`src/rtl/fault_reconfig_ctrl.sv`:
```
// Windowed fault counter that sequences drain -> reconfig -> cooldown; all outputs registered, drain_req one cycle after the threshold fault.
// Waits indefinitely on reconfig_ack; the drain is bounded by DRAIN_TIMEOUT. FAULT_LOG_EN adds lifetime fault count / last bad data capture.
module fault_reconfig_ctrl #(
  parameter int ERR_THRESH    = 4,
  parameter int WINDOW        = 256,
  parameter int COOLDOWN      = 64,
  parameter int DRAIN_TIMEOUT = 1024,
  parameter int NUM_CORES     = 2,
  parameter int CORE_W        = 1
) (
  input  logic              clk,
  input  logic              rst_n,
  input  logic              chk_valid,
  input  logic              chk_fault,
  input  logic [7:0]        chk_data,
  output logic              drain_req,
  input  logic              core_idle,
  output logic              reconfig_req,
  input  logic              reconfig_ack,
  output logic [CORE_W-1:0] active_core,
  output logic [7:0]        err_count,
  output logic              fault_irq,
  output logic              timeout_err,
  output logic [1:0]        ctrl_state,
  output logic [15:0]       total_faults,
  output logic [7:0]        last_bad_data
);

  localparam int WIN_W = (WINDOW > 1) ? $clog2(WINDOW) : 1;
  localparam int CD_W  = (COOLDOWN > 1) ? $clog2(COOLDOWN) : 1;
  localparam int TO_W  = (DRAIN_TIMEOUT > 1) ? $clog2(DRAIN_TIMEOUT) : 1;

  localparam logic [WIN_W-1:0]  WIN_LAST  = WIN_W'(WINDOW - 1);
  localparam logic [CD_W-1:0]   CD_LAST   = CD_W'(COOLDOWN - 1);
  localparam logic [TO_W-1:0]   TO_LAST   = TO_W'(DRAIN_TIMEOUT - 1);
  localparam logic [CORE_W-1:0] CORE_LAST = CORE_W'(NUM_CORES - 1);
  localparam logic [7:0]        THRESH    = 8'(ERR_THRESH);

  typedef enum logic [1:0] {
    S_MONITOR  = 2'b00,
    S_DRAIN    = 2'b01,
    S_RECONFIG = 2'b10,
    S_COOLDOWN = 2'b11
  } state_e;

  state_e             state_q, state_d;
  logic [WIN_W-1:0]   win_q, win_d;
  logic [CD_W-1:0]    cd_q, cd_d;
  logic [TO_W-1:0]    to_q, to_d;
  logic [7:0]         err_q, err_d;
  logic [CORE_W-1:0]  core_q, core_d;
  logic               drain_q, drain_d;
  logic               rreq_q, rreq_d;
  logic               irq_q, irq_d;
  logic               terr_q, terr_d;

  logic               fault_ev;
  logic               win_wrap;
  logic [7:0]         err_inc;
  logic [CORE_W-1:0]  core_next;

  assign fault_ev  = chk_valid & chk_fault;
  assign win_wrap  = (win_q == WIN_LAST);
  assign err_inc   = (err_q == 8'hFF) ? 8'hFF : err_q + 8'd1;
  assign core_next = (core_q == CORE_LAST) ? '0 : core_q + 1'b1;

  always_comb begin
    state_d = state_q;
    win_d   = win_q;
    cd_d    = cd_q;
    to_d    = to_q;
    err_d   = err_q;
    core_d  = core_q;
    drain_d = drain_q;
    rreq_d  = rreq_q;
    irq_d   = 1'b0;
    terr_d  = terr_q;

    case (state_q)
      S_MONITOR: begin
        win_d = win_wrap ? '0 : win_q + 1'b1;
        // A fault on the wrap cycle is the first fault of the new window.
        if (win_wrap) begin
          err_d = fault_ev ? 8'd1 : 8'd0;
        end else if (fault_ev) begin
          err_d = err_inc;
        end
        if (fault_ev && (err_d == THRESH)) begin
          state_d = S_DRAIN;
          drain_d = 1'b1;
          irq_d   = 1'b1;
          to_d    = '0;
        end
      end

      S_DRAIN: begin
        // core_idle takes priority over a timeout in the same cycle.
        if (core_idle) begin
          state_d = S_RECONFIG;
          drain_d = 1'b0;
          rreq_d  = 1'b1;
        end else if (to_q == TO_LAST) begin
          state_d = S_RECONFIG;
          drain_d = 1'b0;
          rreq_d  = 1'b1;
          terr_d  = 1'b1;
        end else begin
          to_d = to_q + 1'b1;
        end
      end

      S_RECONFIG: begin
        if (reconfig_ack) begin
          state_d = S_COOLDOWN;
          rreq_d  = 1'b0;
          core_d  = core_next;
          cd_d    = '0;
        end
      end

      S_COOLDOWN: begin
        if (cd_q == CD_LAST) begin
          state_d = S_MONITOR;
          err_d   = 8'd0;
          win_d   = '0;
        end else begin
          cd_d = cd_q + 1'b1;
        end
      end

      default: begin
        state_d = S_MONITOR;
      end
    endcase
  end

  always_ff @(posedge clk) begin
    if (!rst_n) begin
      state_q <= S_MONITOR;
      win_q   <= '0;
      cd_q    <= '0;
      to_q    <= '0;
      err_q   <= 8'd0;
      core_q  <= '0;
      drain_q <= 1'b0;
      rreq_q  <= 1'b0;
      irq_q   <= 1'b0;
      terr_q  <= 1'b0;
    end else begin
      state_q <= state_d;
      win_q   <= win_d;
      cd_q    <= cd_d;
      to_q    <= to_d;
      err_q   <= err_d;
      core_q  <= core_d;
      drain_q <= drain_d;
      rreq_q  <= rreq_d;
      irq_q   <= irq_d;
      terr_q  <= terr_d;
    end
  end

  assign drain_req    = drain_q;
  assign reconfig_req = rreq_q;
  assign active_core  = core_q;
  assign err_count    = err_q;
  assign fault_irq    = irq_q;
  assign timeout_err  = terr_q;
  assign ctrl_state   = state_q;

`ifdef FAULT_LOG_EN
  logic [15:0] tot_q, tot_d;
  logic [7:0]  last_q, last_d;

  // Logging sees every fault event regardless of controller state.
  always_comb begin
    tot_d  = tot_q;
    last_d = last_q;
    if (fault_ev) begin
      tot_d  = (tot_q == 16'hFFFF) ? 16'hFFFF : tot_q + 16'd1;
      last_d = chk_data;
    end
  end

  always_ff @(posedge clk) begin
    if (!rst_n) begin
      tot_q  <= 16'd0;
      last_q <= 8'd0;
    end else begin
      tot_q  <= tot_d;
      last_q <= last_d;
    end
  end

  assign total_faults  = tot_q;
  assign last_bad_data = last_q;
`else
  logic unused_chk_data;
  assign unused_chk_data = ^chk_data;
  assign total_faults    = 16'd0;
  assign last_bad_data   = 8'd0;
`endif

endmodule

```
`config.mk`:
```
export PLATFORM = sky130hd
export DESIGN_NAME = fault_reconfig_ctrl
export DESIGN_NICKNAME = d
export VERILOG_FILES = /design/src/rtl/fault_reconfig_ctrl.sv
export SDC_FILE = /design/constraint.sdc
export NUM_CORES = 1
export LEC_CHECK = 0
export BUFFER_PORTS_ARGS = -buffer_cell sky130_fd_sc_hd__buf_2
export CAP_MARGIN = 40
export CORE_MARGIN = 3
export CORE_UTILIZATION = 45
export CTS_BUF_LIST = sky130_fd_sc_hd__clkbuf_4 sky130_fd_sc_hd__clkbuf_8
export DETAILED_ROUTE_END_ITERATION = 12
export GPL_ROUTABILITY_DRIVEN = 0
export GPL_TIMING_DRIVEN = 0
export HOLD_SLACK_MARGIN = 0.1
export PLACE_DENSITY = 0.68
export SETUP_SLACK_MARGIN = 0.05
export SKIP_LAST_GASP = 1
export SLEW_MARGIN = 20
export SYNTH_ARGS = -nofsm -noshare
export SYNTH_HDL_FRONTEND = slang
export SYNTH_SLANG_ARGS = --single-unit
```
`constraint.sdc`:
```
create_clock -name clk -period 3.35 [get_ports clk]
set_input_delay 0.8375 -clock clk [delete_from_list [all_inputs] [get_ports clk]]
set_output_delay 0.8375 -clock clk [all_outputs]
set_load 0.01 [all_outputs]
```
Word level (Yosys, flattened, before mapping)
Cells that the tools add are included.

Register bits after elaboration: 39. Latch bits: 0. RAM bits: 0. Bits in read-only memories: 0. Input bits: 14. Word-level logic and storage cells: 79. Memories: 0.

$add $sub $neg: 5. Multiply operators: 0. Div/mod/pow operators: 0. Magnitude comparators: 0. Eq/ne operators: 15. Shift-type cells: 0. Mux-type cells: 32. Bitwise gates (word level): 2. Reduce and logical (&&, ||, !) cells: 15.

Operators with widths (number): $mux 8 (6); $pmux 8 s2 (2); $mux 10 (3); $pmux 10 s2 (1); $add 8x1->8 const B (2); $eq 8x8->1 const B (2); $mux 6 (2); $ne 2x2->1 const B (6); $pmux 6 s2 (1); $reduce_and 3->1 (4); $add 10x1->10 const B (1); $eq 10x10->1 const B (1); $mux 2 (5); $mux 1 (9); $eq 8x3->1 const B (1); $pmux 2 s4 (1); $reduce_and 4->1 (2); $reduce_bool 2->1 (4); $add 6x1->6 const B (1); $eq 6x6->1 const B (1); $reduce_and 2->1 (3); $eq 2x2->1 const B (2); $pmux 1 s2 (2); $ne 3x3->1 const B (1); 6 further kinds (6).

Longest topological paths before layout
Depth after elaboration: 9. Gate-level depth with buffers: 9. Depth with buffers taken out: 9.

Least setup slack after synthesis
Ideal clock, no wire load.

Kind: input-to-reg. Start point: input chk_valid. End point: register to_q[2]. Data arrival time: 2.677 ns. Data required time: 3.224 ns. Path slack: 0.548 ns. Stages on the path: 8. Path buffers: 1. Cells stage by stage: nand2_1 > or3_1 > a2111o_1 > or3_1 > o31a_2 > buf_2 > o211ai_1 > o41ai_1.

Word-level cells in the longest chain between the ends: 8. Elaborated cells between the ends (all ways): 9. Classes of those cells: 2 x eq/ne; 4 x mux; 1 x bitwise; 2 x reduce/logical.

Ends and longest elaborated chain: start, declared (RTL line 13) `input logic chk_valid,`; $and 1x1->1 * (RTL line 62) `assign fault_ev = chk_valid & chk_fault;`; $mux 8 / $mux 1 (equally long branches) (RTL line 85, 84); $mux 8 (RTL line 83) `if (win_wrap) begin`; $mux 8 (RTL line 79) `case (state_q)`; $eq 8x3->1 (RTL line 88) `if (fault_ev && (err_d == THRESH)) begin`; $logic_and 1x1->1 * (RTL line 88); $ne 2x2->1 (no line) *; $reduce_and 4->1 (no line) *; end signal, assigned (RTL line 153) `to_q <= to_d;`; end, declared (RTL line 49) `logic [TO_W-1:0] to_q, to_d;`.

Every way passes the cells marked *; elsewhere a longest branch is shown, timed or not. The select of a mux whose other input is x is not followed. A chain may end at the register's enable or synchronous reset.

Worst setup path in the final report
Ends and elaborated chain as after synthesis.

==> reports/results.md <==
- run status: finished, final reports clean
- final-report hold violation count: 0
- Detail Placement HPWL: 3914 um
- commonest non-fill, non-tap cell in the layout: sky130_fd_sc_hd__dfxtp_1
- maximum number of pins on one net before global-route repair: 13
- relative slew slack: 0.5036
- synthesized flop and latch total: 39
- Die Ht: 78.42 um
- maximum buffer depth of the clock tree: 2
- number of hold buffers added after CTS: 0
- post-DR vias/cell: 5.409
- clock transition at the registers of the reported paths: 0.08 ns
- post-synthesis average cell area: 7.892 sq um
- share of the synthesized area in the top cell type: 0.3309
- count of flip-flops with a built-in enable after synthesis: 0
- Clock power frac: 0.398
- number of distinct library cells after synthesis: 48
- Layout area overhead: 16.22%
- count of vias placed by the detailed router: 2250
- number of antenna cells inserted: 0
- fraction of synthesis flops using an asynchronous set or reset pin: 0
- residual DRC count: 0
- sum of internal, switching and leakage power: 1.044 mW
- maximum resistive drop on vdd: 0.2240 mV
- Crit Path Class: input port to flop
- number of setup buffers added after CTS: 0
- Gates resized, CTS repair: 0
- Fin Setup TNS: 0 ns
- setup repair after global routing missed its margin: no
- htree depth: 2
- average wire per standard cell: 13.06 um
- power per cell area: 380.7 nW/um^2
- clock network latency to the later pin of the worst-skew pair: 0.30 ns
- core outline area: 4880 sq um
- power spent charging and discharging nets: 0.2710 mW
- Gate Count Post-Synth: 299
- first-pass GRT wire length: 9197 um
- net total in the final layout: 370
- post-detailed-placement cell area: 2625 sq um
- final-layout fill cell count: 474
- die width: 78.42 um
- Worst EP required: 3.54 ns
- net switching share of the total power: 0.2596
- total congestion overflow after global routing: 0
- Total Wirelength: 5432 um
- Global Route Usage Sum: 0.1858
- transition at the pin with the smallest max-transition slack: 0.7349 ns
- commonest non-fill, non-tap cells in the layout: sky130_fd_sc_hd__dfxtp_1, sky130_fd_sc_hd__nor2_1, sky130_fd_sc_hd__o21ai_0
- sequential cell fraction of total power: 0.465
- warnings from Yosys: 0
- Arrival @ worst endpoint: 3.01 ns
- vias in the first global route: 2036
- ANT nets after route: 0
- die outline area: 6149 sq um
- number of antenna violations at the first check in global routing: 0
- root buf cell: sky130_fd_sc_hd__clkbuf_8
- Clock Skew: 0.01186 ns
- CTS buffer count: 5
- Area contributors post-synth: sky130_fd_sc_hd__dfxtp_1, sky130_fd_sc_hd__buf_4, sky130_fd_sc_hd__o21ai_0, sky130_fd_sc_hd__nor2_1, sky130_fd_sc_hd__ha_1
- top fanout value on the critical path: 10
- time the worst path needs with I/O delays and setup: 2.820 ns
- Iteration-0 DRC Markers: 153
- ratio of final minimum period to clock period: 0.8419
- count of clock tree sinks: 39
- CTS tree: done
- post-synthesis instance area: 2360 sq um
- Pre-Repair DR Iteration Count: 4
- Slew Limit Fails: 0
- I/O Buffers: 19
- Worst setup EP type: flop
- Int Pwr: 0.7730 mW
- most area-hungry cell type in the Yosys netlist: sky130_fd_sc_hd__dfxtp_1
- Util after Layout: 0.5621
- starting utilization of the core area: 0.4836
- number of standard-cell rows in the floorplan: 25
- Design Area, Final: 2743 sq um
- Setup Viol. Count Final: 0
- Fmax: 354.6 MHz
- post-synthesis sequential area ratio: 0.3309
- leakage dissipation: 1.137 nW
- combinational group share of total power: 0.137
- fraction of final layout cells sized beyond drive strength 1: 0.1691
- Max Cap Viol: 0
- startpoint types: input port
- count of boundary I/O pins: 53
- Worst Hold Class: flop to flop
- Primary FF master, synth: sky130_fd_sc_hd__dfxtp_1
registers in the layout (all words and copies together) (netlist names):
register / count
drain_req: 1
ctrl_state: 2
win_q: 8
err_count: 8
fault_irq: 1
timeout_err: 1
to_q: 10
cd_q: 6
reconfig_req: 1
active_core: 1
worst max-delay path: stages:
cell	delay [ns]
sky130_fd_sc_hd__buf_2	0.13
sky130_fd_sc_hd__nand2_1	0.09
sky130_fd_sc_hd__or3_1	0.37
sky130_fd_sc_hd__a2111o_1	0.37
sky130_fd_sc_hd__or3_1	0.34
sky130_fd_sc_hd__o31a_2	0.39
sky130_fd_sc_hd__buf_2	0.20
sky130_fd_sc_hd__o211ai_1	0.19
sky130_fd_sc_hd__o41ai_1	0.09
layer usage:
layer  wire length, um  global-route usage  vias to the layer above
met4                42             0.05070                        0
met1              2523              0.2374                     1043
met3               360             0.05390                        6
met5                 0                   0                        -
li1                  -                   -                     1122
met2              2506              0.3057                       79
cell type report:
type | count | area [sq um] | share of cell area
Multi-Input combinational cell | 243 | 1423 | 0.5187
Sequential cell | 39 | 780.7 | 0.2847
Buffer | 35 | 224.0 | 0.08166
Timing Repair Buffer | 19 | 95.09 | 0.03467
Tap cell | 67 | 83.83 | 0.03057
Clock buffer | 6 | 82.58 | 0.03011
Clock inverter | 2 | 35.03 | 0.01277
Inverter | 5 | 18.77 | 0.006843
power by group through the flow:
| stage | combinational (mW) | sequential, mW | clock (mW) |
|---|---|---|---|
| after floorplan | 0.105 | 0.496 | 0 |
| after global placement | 0.139 | 0.496 | 0 |
| after detailed placement | 0.141 | 0.496 | 0 |
| after CTS | 0.141 | 0.485 | 0.427 |
| after global routing | 0.160 | 0.487 | 0.445 |
| final | 0.143 | 0.485 | 0.416 |
synth_stat cells, drive strengths merged (2+ instances only):
| library cell | count |
|---|---|
| a21boi | 9 |
| a21oi | 9 |
| a41oi | 2 |
| and2 | 8 |
| and3 | 6 |
| and4 | 4 |
| buf | 26 |
| clkbuf | 9 |
| dfxtp | 39 |
| ha | 8 |
| inv | 4 |
| mux2i | 2 |
| nand2 | 23 |
| nand2b | 4 |
| nand3 | 20 |
| nand3b | 4 |
| nand4 | 8 |
| nor2 | 31 |
| nor2b | 5 |
| nor3 | 9 |
| o211ai | 5 |
| o21a | 5 |
| o21ai | 26 |
| o221a | 2 |
| o31a | 2 |
| o31ai | 3 |
| o32ai | 2 |
| or3 | 2 |
| xnor2 | 5 |
| xor2 | 3 |
logic make-up (layout without fill, tap and decap cells):
logic type               count (synthesis)  after routing  synth area share
AO/OA/AOI/OAI                           71             71            0.1983
XOR/XNOR                                 8              8           0.02969
adder cells (fa/ha/maj)                  8              8           0.04242
buffers and inverters                   40             67            0.1029
flip-flops                              39             39            0.3309
multiplexers                             3              3           0.01326
other                                    1             24          0.001589
AND/OR/NAND/NOR                        129            129            0.2810
path summary, 6_finish.rpt:
kind                                  from  depth (start not counted)                        to  slack [ns]
setup / recovery                 chk_valid                          9      to_q[2]$_SDFFE_PN0P_        0.53
hold / removal    timeout_err$_SDFFE_PN0P_                          1  timeout_err$_SDFFE_PN0P_        0.47
setup reg to reg     win_q[0]$_SDFFE_PN0P_                          9      to_q[2]$_SDFFE_PN0P_        0.57
hold reg to reg   timeout_err$_SDFFE_PN0P_                          1  timeout_err$_SDFFE_PN0P_        0.47
stage by stage:
step	hold slack [ns]	cells	setup slack, ns
floorplan	0.4232	322	0.5479
global placement	0.4450	408	0.2480
detailed placement	0.4520	408	0.2478
CTS	0.4732	416	0.5643
global route	0.4953	416	0.3945
finish	0.4676	416	0.5297
(Power assumes the default switching activity.)
